## src/rtl/countnox_sweep.sv

```systemverilog
// countnox_sweep: drives the CountNoX core through x = 0..LAST_X.
// For every value it runs one go/done handshake and captures the returned
// count. It emits each (value, freq) pair on a valid/ready histogram stream
// and keeps track of the mode, which is the lowest value holding the
// strictly highest count.
module countnox_sweep #(
    parameter int DATA_W    = 8,
    parameter int FREQ_W    = 8,
    parameter int LAST_X    = 255,
    parameter int SKIP_ZERO = 0
) (
    input  logic              clk,
    input  logic              reset,
    input  logic              start,
    output logic              busy,
    output logic [DATA_W-1:0] x,
    output logic              go,
    input  logic              done,
    input  logic [FREQ_W-1:0] freq,
    output logic              hist_valid,
    input  logic              hist_ready,
    output logic [DATA_W-1:0] hist_value,
    output logic [FREQ_W-1:0] hist_freq,
    output logic [DATA_W-1:0] mode_value,
    output logic [FREQ_W-1:0] mode_freq,
    output logic              sweep_done
);

    typedef enum logic [2:0] {
        S_IDLE,
        S_ISSUE,
        S_EMIT,
        S_RELEASE,
        S_FINISH
    } state_t;

    localparam logic [DATA_W-1:0] LAST_V = DATA_W'(LAST_X);

    state_t            state_q;
    logic              busy_q;
    logic [DATA_W-1:0] x_q;
    logic              go_q;
    logic              hist_valid_q;
    logic [DATA_W-1:0] hist_value_q;
    logic [FREQ_W-1:0] hist_freq_q;
    logic [DATA_W-1:0] mode_value_q;
    logic [FREQ_W-1:0] mode_freq_q;
    logic              sweep_done_q;

    logic [DATA_W-1:0] x_d;
    logic              at_last;
    logic              mode_take;
    logic              drop_entry;

    // Next search value, end-of-sweep test, mode update and zero-skip decisions
    assign x_d        = x_q + 1'b1;
    assign at_last    = (x_q == LAST_V);
    assign mode_take  = (freq > mode_freq_q);
    assign drop_entry = (SKIP_ZERO != 0) && (freq == '0);

    // Sweep sequencer: all outputs are registered and change only on state transitions
    always_ff @(posedge clk) begin
        if (!reset) begin
            state_q      <= S_IDLE;
            busy_q       <= 1'b0;
            x_q          <= '0;
            go_q         <= 1'b0;
            hist_valid_q <= 1'b0;
            hist_value_q <= '0;
            hist_freq_q  <= '0;
            mode_value_q <= '0;
            mode_freq_q  <= '0;
            sweep_done_q <= 1'b0;
        end else begin
            sweep_done_q <= 1'b0;
            case (state_q)
                S_IDLE: begin
                    if (start) begin
                        state_q      <= S_ISSUE;
                        busy_q       <= 1'b1;
                        x_q          <= '0;
                        go_q         <= 1'b1;
                        mode_value_q <= '0;
                        mode_freq_q  <= '0;
                    end
                end
                S_ISSUE: begin
                    if (done) begin
                        hist_value_q <= x_q;
                        hist_freq_q  <= freq;
                        go_q         <= 1'b0;
                        // Strict compare keeps the earliest (lowest) value on ties
                        if (mode_take) begin
                            mode_value_q <= x_q;
                            mode_freq_q  <= freq;
                        end
                        if (drop_entry) begin
                            state_q <= S_RELEASE;
                        end else begin
                            state_q      <= S_EMIT;
                            hist_valid_q <= 1'b1;
                        end
                    end
                end
                S_EMIT: begin
                    // Downstream backpressure may stall here indefinitely; go is already low
                    if (hist_ready) begin
                        hist_valid_q <= 1'b0;
                        state_q      <= S_RELEASE;
                    end
                end
                S_RELEASE: begin
                    // The core must drop done before the next request is raised
                    if (!done) begin
                        if (at_last) begin
                            state_q      <= S_FINISH;
                            sweep_done_q <= 1'b1;
                            busy_q       <= 1'b0;
                        end else begin
                            x_q     <= x_d;
                            go_q    <= 1'b1;
                            state_q <= S_ISSUE;
                        end
                    end
                end
                S_FINISH: begin
                    // start is deliberately not looked at in this cycle
                    state_q <= S_IDLE;
                end
                default: begin
                    state_q <= S_IDLE;
                end
            endcase
        end
    end

    assign busy       = busy_q;
    assign x          = x_q;
    assign go         = go_q;
    assign hist_valid = hist_valid_q;
    assign hist_value = hist_value_q;
    assign hist_freq  = hist_freq_q;
    assign mode_value = mode_value_q;
    assign mode_freq  = mode_freq_q;
    assign sweep_done = sweep_done_q;

endmodule

```

## config.mk

```make
export PLATFORM = sky130hd
export DESIGN_NAME = countnox_sweep
export DESIGN_NICKNAME = d
export VERILOG_FILES = /design/src/rtl/countnox_sweep.sv
export SDC_FILE = /design/constraint.sdc
export NUM_CORES = 1
export LEC_CHECK = 0
export BUFFER_PORTS_ARGS = -buffer_cell sky130_fd_sc_hd__buf_2
export CORE_MARGIN = 1.5
export CORE_UTILIZATION = 40
export CTS_CLUSTER_SIZE = 20
export DETAILED_ROUTE_END_ITERATION = 10
export GPL_TIMING_DRIVEN = 1
export MAX_ROUTING_LAYER = met4
export SYNTH_ARGS = -nofsm -noshare
export SYNTH_HDL_FRONTEND = slang
export SYNTH_SLANG_ARGS = --single-unit
```

## constraint.sdc

```tcl
create_clock -name clk -period 5.93 [get_ports clk]
set_input_delay 0.593 -clock clk [delete_from_list [all_inputs] [get_ports clk]]
set_output_delay 0.593 -clock clk [all_outputs]
set_load 0.02 [all_outputs]
```

Yosys cells after proc, flatten, opt, wreduce, memory -nomap -nowiden
Cells that the tools add are included.
{"block": "word_totals", "register_bits": 47, "in_bits": 13, "output_inout_bits": 44, "word_cells": 66}
{"block": "op_classes", "n_addsub": 1, "magnitude_cmp": 1, "n_eq_ne": 11, "mux": 28, "n_bitwise": 2, "reduce_logical": 13}
{"operator": "$mux 8", "n": 7}
{"operator": "$pmux 8 s2", "n": 3}
{"operator": "$reduce_and 4->1", "n": 4}
{"operator": "$mux 3", "n": 5}
{"operator": "$ne 2x2->1 const B", "n": 7}
{"operator": "$pmux 3 s4", "n": 1}
{"operator": "$mux 1", "n": 9}
{"operator": "$add 8x1->8 const B", "n": 1}
{"operator": "$eq 8x8->1 const B", "n": 1}
{"operator": "$gt 8x8->1", "n": 1}
{"operator": "$eq 3x2->1 const B", "n": 2}
{"operator": "$reduce_bool 2->1", "n": 3}
{"operator": "$reduce_and 5->1", "n": 1}
{"operator": "$pmux 1 s2", "n": 2}
{"operator": "$eq 3x1->1 const B", "n": 1}
{"operator": "$logic_not 3->1", "n": 1}
{"operator": "$pmux 1 s3", "n": 1}
{"operator": "$reduce_and 3->1", "n": 1}
{"operator": "$reduce_bool 3->1", "n": 1}
{"operator": "$reduce_or 3->1", "n": 1}
{"operator": "$not 1->1", "n": 2}
{"operator": "$reduce_and 2->1", "n": 1}

Longest topological paths before layout
{"block": "logic_depth", "ltp_word": 4, "ltp_mapped": 8, "mapped_depth_nobuf": 7}

Least setup slack after synthesis
Ideal clock, no wire load.
{"block": "synth_timing", "path_kind": "in2reg", "startpoint": "in freq[7]", "endpoint": "reg mode_value_q[2] (netlist: mode_value[2])", "setup_ps": 60, "arrival_time_ps": 2225, "required_time_ps": 5870, "setup_slack_ps": 3645, "stages": 7, "n_path_buf": 1, "cell_sequence": "ha_1 -> a41o_1 -> a21oi_1 -> and3_1 -> o2bb2ai_1 -> clkbuf_1 -> a22o_1"}
{"block": "synth_via", "elab_chain_cells": 3}
{"element": "start, declared", "line_no": "19", "rtl": "input logic [FREQ_W-1:0] freq,"}
{"element": "$gt 8x8->1", "line_no": "58", "rtl": "assign mode_take = (freq > mode_freq_q);"}
{"element": "$ne 2x2->1 (no line)"}
{"element": "$reduce_and 4->1 (no line)"}
{"element": "end signal, assigned", "line_no": "94", "rtl": "mode_value_q <= x_q;"}
{"element": "end, declared", "line_no": "46", "rtl": "logic [DATA_W-1:0] mode_value_q;"}
No other way between the ends.
A chain may end at the register's enable or synchronous reset.

Worst setup path in the final report
{"block": "layout_timing", "startpoint": "reg state_q[1]", "endpoint": "reg mode_freq_q[3] (netlist: mode_freq[3])"}
{"block": "layout_via", "elab_chain_cells": 3, "word_cells_on_any_way": 8, "cone_classes": "eq/ne (4); mux (1); reduce/logical (3)"}
{"element": "start, declared", "line_no": "39", "rtl": "state_t state_q;"}
{"element": "start signal, assigned", "line_no": "64", "rtl": "state_q <= S_IDLE;"}
{"element": "start signal, assigned", "line_no": "79", "rtl": "state_q <= S_ISSUE;"}
{"element": "start signal, assigned", "line_no": "98", "rtl": "state_q <= S_RELEASE;"}
{"element": "$eq 3x1->1 / $logic_not 3->1 (equally long branches)", "line_no": "76", "rtl": "case (state_q)"}
{"element": "$ne 2x2->1 (no line) / $reduce_bool 2->1 (equally long branches)"}
{"element": "$reduce_and 4->1 (no line)"}
{"element": "end signal, assigned", "line_no": "95", "rtl": "mode_freq_q <= freq;"}
{"element": "end, declared", "line_no": "47", "rtl": "logic [FREQ_W-1:0] mode_freq_q;"}
Several ways; a longest one is shown, not always the timed one.

==> impl_results.md <==
- Clock period minus final worst setup slack: 2.603 ns
- Number of CTS-inserted buffers: 5
- Leakage power figure: 1.021 nW
- Tot GR Track Use: 0.1876
- Max cap viols: 0
- Number of vias after detailed routing: 1700
- # hold bufs at CTS: 0
- Buffer cell driving the clock tree root: sky130_fd_sc_hd__clkbuf_8
- Ys async rst share: 0
- CP endpoint kind: flop
- Critical-path top delay cell: sky130_fd_sc_hd__a2111oi_4
- Core utilization of the finished layout: 0.5082
- Clk sink count: 47
- Share of post-route cells with drive strength above 1: 0.2591
- Latest clock arrival within the worst-skew pair: 0.31 ns
- Synthesis Warnings: 0
- TritonCTS clock tree: done
- Antenna violations before repair: 0
- Via density: 4.985
- Worst endpoint data arrival time: between 2 and 3 ns
- Vertical die dimension: around 74 microns
- Buffer and inverter count on the worst path: 0
- Sequential element share of the synthesized area: 0.4712
- Max VDD drop: 0.0001263 V
- Maximum single-stage delay on the critical path: between 1 and 1.5 ns
- First DRT Iteration DRCs: 87
- Count of instances resized after the clock tree is built: 0
- Mapped Avg Cell Area: 9.118 sq um
- Max Fanout on Critical Path: 17
- Crit start category: flop
- Worst r2r src: state_q[1]$_SDFFE_PN0P_
- Deepest level of the CTS H-tree: 2
- Maximum buffer depth of the clock tree: 2
- Wire length of the first global-routing pass: 7514 microns
- Grt total ovfl: 0
- Maximum clock frequency: 384.1 MHz
- Required time reported for the critical path endpoint: between 6 and 7 ns
- Syn Nets: approximately 240
- Antenna Diode Count: 0
- Area enclosed by the die boundary: 0.005425 sq mm
- Post-synthesis cell area: 0.001997 sq mm
- Post-route setup slack: 3.327 ns
- Main area contributors after synthesis: sky130_fd_sc_hd__dfxtp_1 (47%), sky130_fd_sc_hd__nand2_1 (7.5%), sky130_fd_sc_hd__a22o_1 (7.0%)
- Run status: finished, final reports clean
- Critical path destination: mode_freq[3]$_SDFFE_PN0P_
- Fin. Hold Viols: 0
- Depth of the critical timing path with buffers and inverters included: 4
- Path type of the worst min-delay path: reg2reg
- Most frequent cell after synthesis: sky130_fd_sc_hd__dfxtp_1
- Remaining routing DRC violations: 0
- Number of flops mapped to enable cells by yosys: 0
- Worst reg2reg path endpoint: mode_freq[3]$_SDFFE_PN0P_
- Final nets: 295
- CTS clk-pin slew, worst paths: 0.09 ns
- Most area-hungry cell type in the Yosys netlist: sky130_fd_sc_hd__dfxtp_1
- Number of I/O port buffers: 56
- Total power of the final layout: 0.5980 mW
- WHS Path Cells: 2
- Top-Level Pins: 57
- Number of cells on the worst reg-to-reg path: 4
- TNS Setup: 0 ns
- Post-place setup slack: ~3.2 ns
- Cell area power density: 247.5 mW/mm^2
- Post-synthesis to final-layout area growth: 20.99%
- Via count of the first global-routing pass: 1570
- Slew margin rel.: 0.2399
- Post-DP HPWL: 3153 microns
- Final routed wirelength across all metal layers: 4505 microns
- Total setup violations reported at the end of the flow: 0
- TritonRoute pass-1 iters: 4
- Critical Setup Path Class: reg2reg
- CP Launch Point: state_q[1]$_SDFFE_PN0P_
- Final ANT Viol Nets: 0
- Instance count of the mapped netlist: 219
- Number of rows in the core area: 25
- Post-Route Skew: ~0.0094 ns
- Average wire per cell in the routed design: 13.21 microns
- Top flip-flop cell by instance count after synthesis: sky130_fd_sc_hd__dfxtp_1
- Initial Util: 0.4200
- Top cell type's share of synthesized area: 0.4712
- Setup repair after global routing missed its margin: false
- Chain of cells forming the critical path: nor2_1 -> nand3_1 -> a2111oi_4 -> a22o_1
- Core region area: approximately 0.0048 sq mm
- Transition time of the tightest slew-check pin: between 1 and 1.5 ns
- Count of different cell masters after synthesis: 35
- Pin count of the biggest net entering global routing: 23
- Tcrit/Tclk final: 0.4390
- Final estimated routing congestion in global placement: around 0.79
- Final Max Slew Viols: 0
- Flip-flop and latch count after synthesis: 47
- Register-to-register setup slack: 3.33 ns
- Cell type group with the largest total delay on the critical path: compound AO/OA/AOI/OAI gates
- Post-CTS setup repair buffer count: 0
- Most numerous cell types in the synthesized netlist: sky130_fd_sc_hd__dfxtp_1 (47), sky130_fd_sc_hd__nand2_1 (40), sky130_fd_sc_hd__a21oi_1 (22)
- Width of the die: approximately 74 microns
## stage by stage
step                      cell area (sq um)  hold slack, ns  std cells
after global placement                 2317          0.4403        333
after detailed placement               2317          0.4435        333
after floorplan                        1997          0.4948        219
final                                  2416          0.4545        341
after global routing                   2416          0.4779        341
after CTS                              2416          0.4565        341
## layer usage
metal | share of wire | GRT usage | vias to the layer above | wire length, microns
met5 | 0 | - | - | 0
met4 | 0.018 | 0.1008 | 0 | 80
met3 | 0.051 | 0.03841 | 8 | 229
met2 | 0.43 | 0.2643 | 39 | 1923
met1 | 0.50 | 0.2506 | 779 | 2271
li1 | - | - | 874 | -
## tightest hold or removal path, stage by stage, from the launching register on
cell,delay (ns)
sky130_fd_sc_hd__dfxtp_1,0.32
sky130_fd_sc_hd__nand2_1,0.05
sky130_fd_sc_hd__a21oi_1,0.05
## final cells by class
class                   count  area [sq um]
well taps                  67         83.83
clock buffers               6         82.58
repair buffers             57         287.8
flip-flops and latches     47         940.9
multi-input cells         150         959.7
fillers                   475          2338
clock inverters             2         16.27
inverters                  12         45.04
## report_power, final
group | switching, mW | leakage (nW) | internal (mW) | total, mW
clock | 0.112 | 0.0474 | 0.0952 | 0.207
sequential | 0.00617 | 0.380 | 0.322 | 0.328
combinational | 0.0401 | 0.594 | 0.0222 | 0.0624
total | 0.159 | 1.02 | 0.440 | 0.598
## worst min path at each step
stage                                           end  slack, ns                      start
after global placement    hist_freq[6]$_SDFFE_PN0P_       0.44  hist_freq[6]$_SDFFE_PN0P_
after CTS                 hist_freq[6]$_SDFFE_PN0P_       0.46  hist_freq[6]$_SDFFE_PN0P_
final                     hist_freq[5]$_SDFFE_PN0P_       0.45  hist_freq[5]$_SDFFE_PN0P_
after detailed placement  hist_freq[6]$_SDFFE_PN0P_       0.44  hist_freq[6]$_SDFFE_PN0P_
after global routing      hist_freq[7]$_SDFFE_PN0P_       0.48  hist_freq[7]$_SDFFE_PN0P_
after floorplan             state_q[1]$_SDFFE_PN0P_       0.49    state_q[0]$_SDFFE_PN0P_
## flip-flops by register name (all words and copies together) (netlist names)
register	count
go	1
sweep_done	1
mode_value	8
x	8
hist_freq	8
state_q	3
mode_freq	8
hist_valid	1
hist_value	8
busy	1
## cell families (layout without fill, tap and decap cells)
kind of cell             count (synthesis)  in the layout  synth area share
adder cells (fa/ha/maj)                  9              9           0.05639
flip-flops                              47             47            0.4712
AND/OR/NAND/NOR                         84             84            0.2011
AO/OA/AOI/OAI                           49             49            0.1773
XOR/XNOR                                 6              6           0.02632
multiplexers                             2              2           0.01692
buffers and inverters                   22             77           0.05075
## placed cells by master, fill, tap and decap left out, types with 2 or more instances in the layout
cell type / Yosys / layout
sky130_fd_sc_hd__buf_2: 3 / 56
sky130_fd_sc_hd__a21o_1: 3 / 3
sky130_fd_sc_hd__nand2_1: 40 / 40
sky130_fd_sc_hd__nand2b_1: 2 / 2
sky130_fd_sc_hd__a21oi_1: 22 / 22
sky130_fd_sc_hd__nor4_1: 4 / 4
sky130_fd_sc_hd__dfxtp_1: 47 / 47
sky130_fd_sc_hd__nand3_1: 5 / 5
sky130_fd_sc_hd__xnor2_1: 6 / 6
sky130_fd_sc_hd__nand3b_1: 4 / 4
sky130_fd_sc_hd__or3b_1: 2 / 2
sky130_fd_sc_hd__nand4_1: 3 / 3
sky130_fd_sc_hd__a22o_1: 16 / 16
sky130_fd_sc_hd__nor2_1: 12 / 12
sky130_fd_sc_hd__nor3_1: 6 / 5
sky130_fd_sc_hd__ha_1: 9 / 9
sky130_fd_sc_hd__clkbuf_8: 0 / 6
sky130_fd_sc_hd__inv_1: 12 / 12
Power figures use the tool's default switching activity.
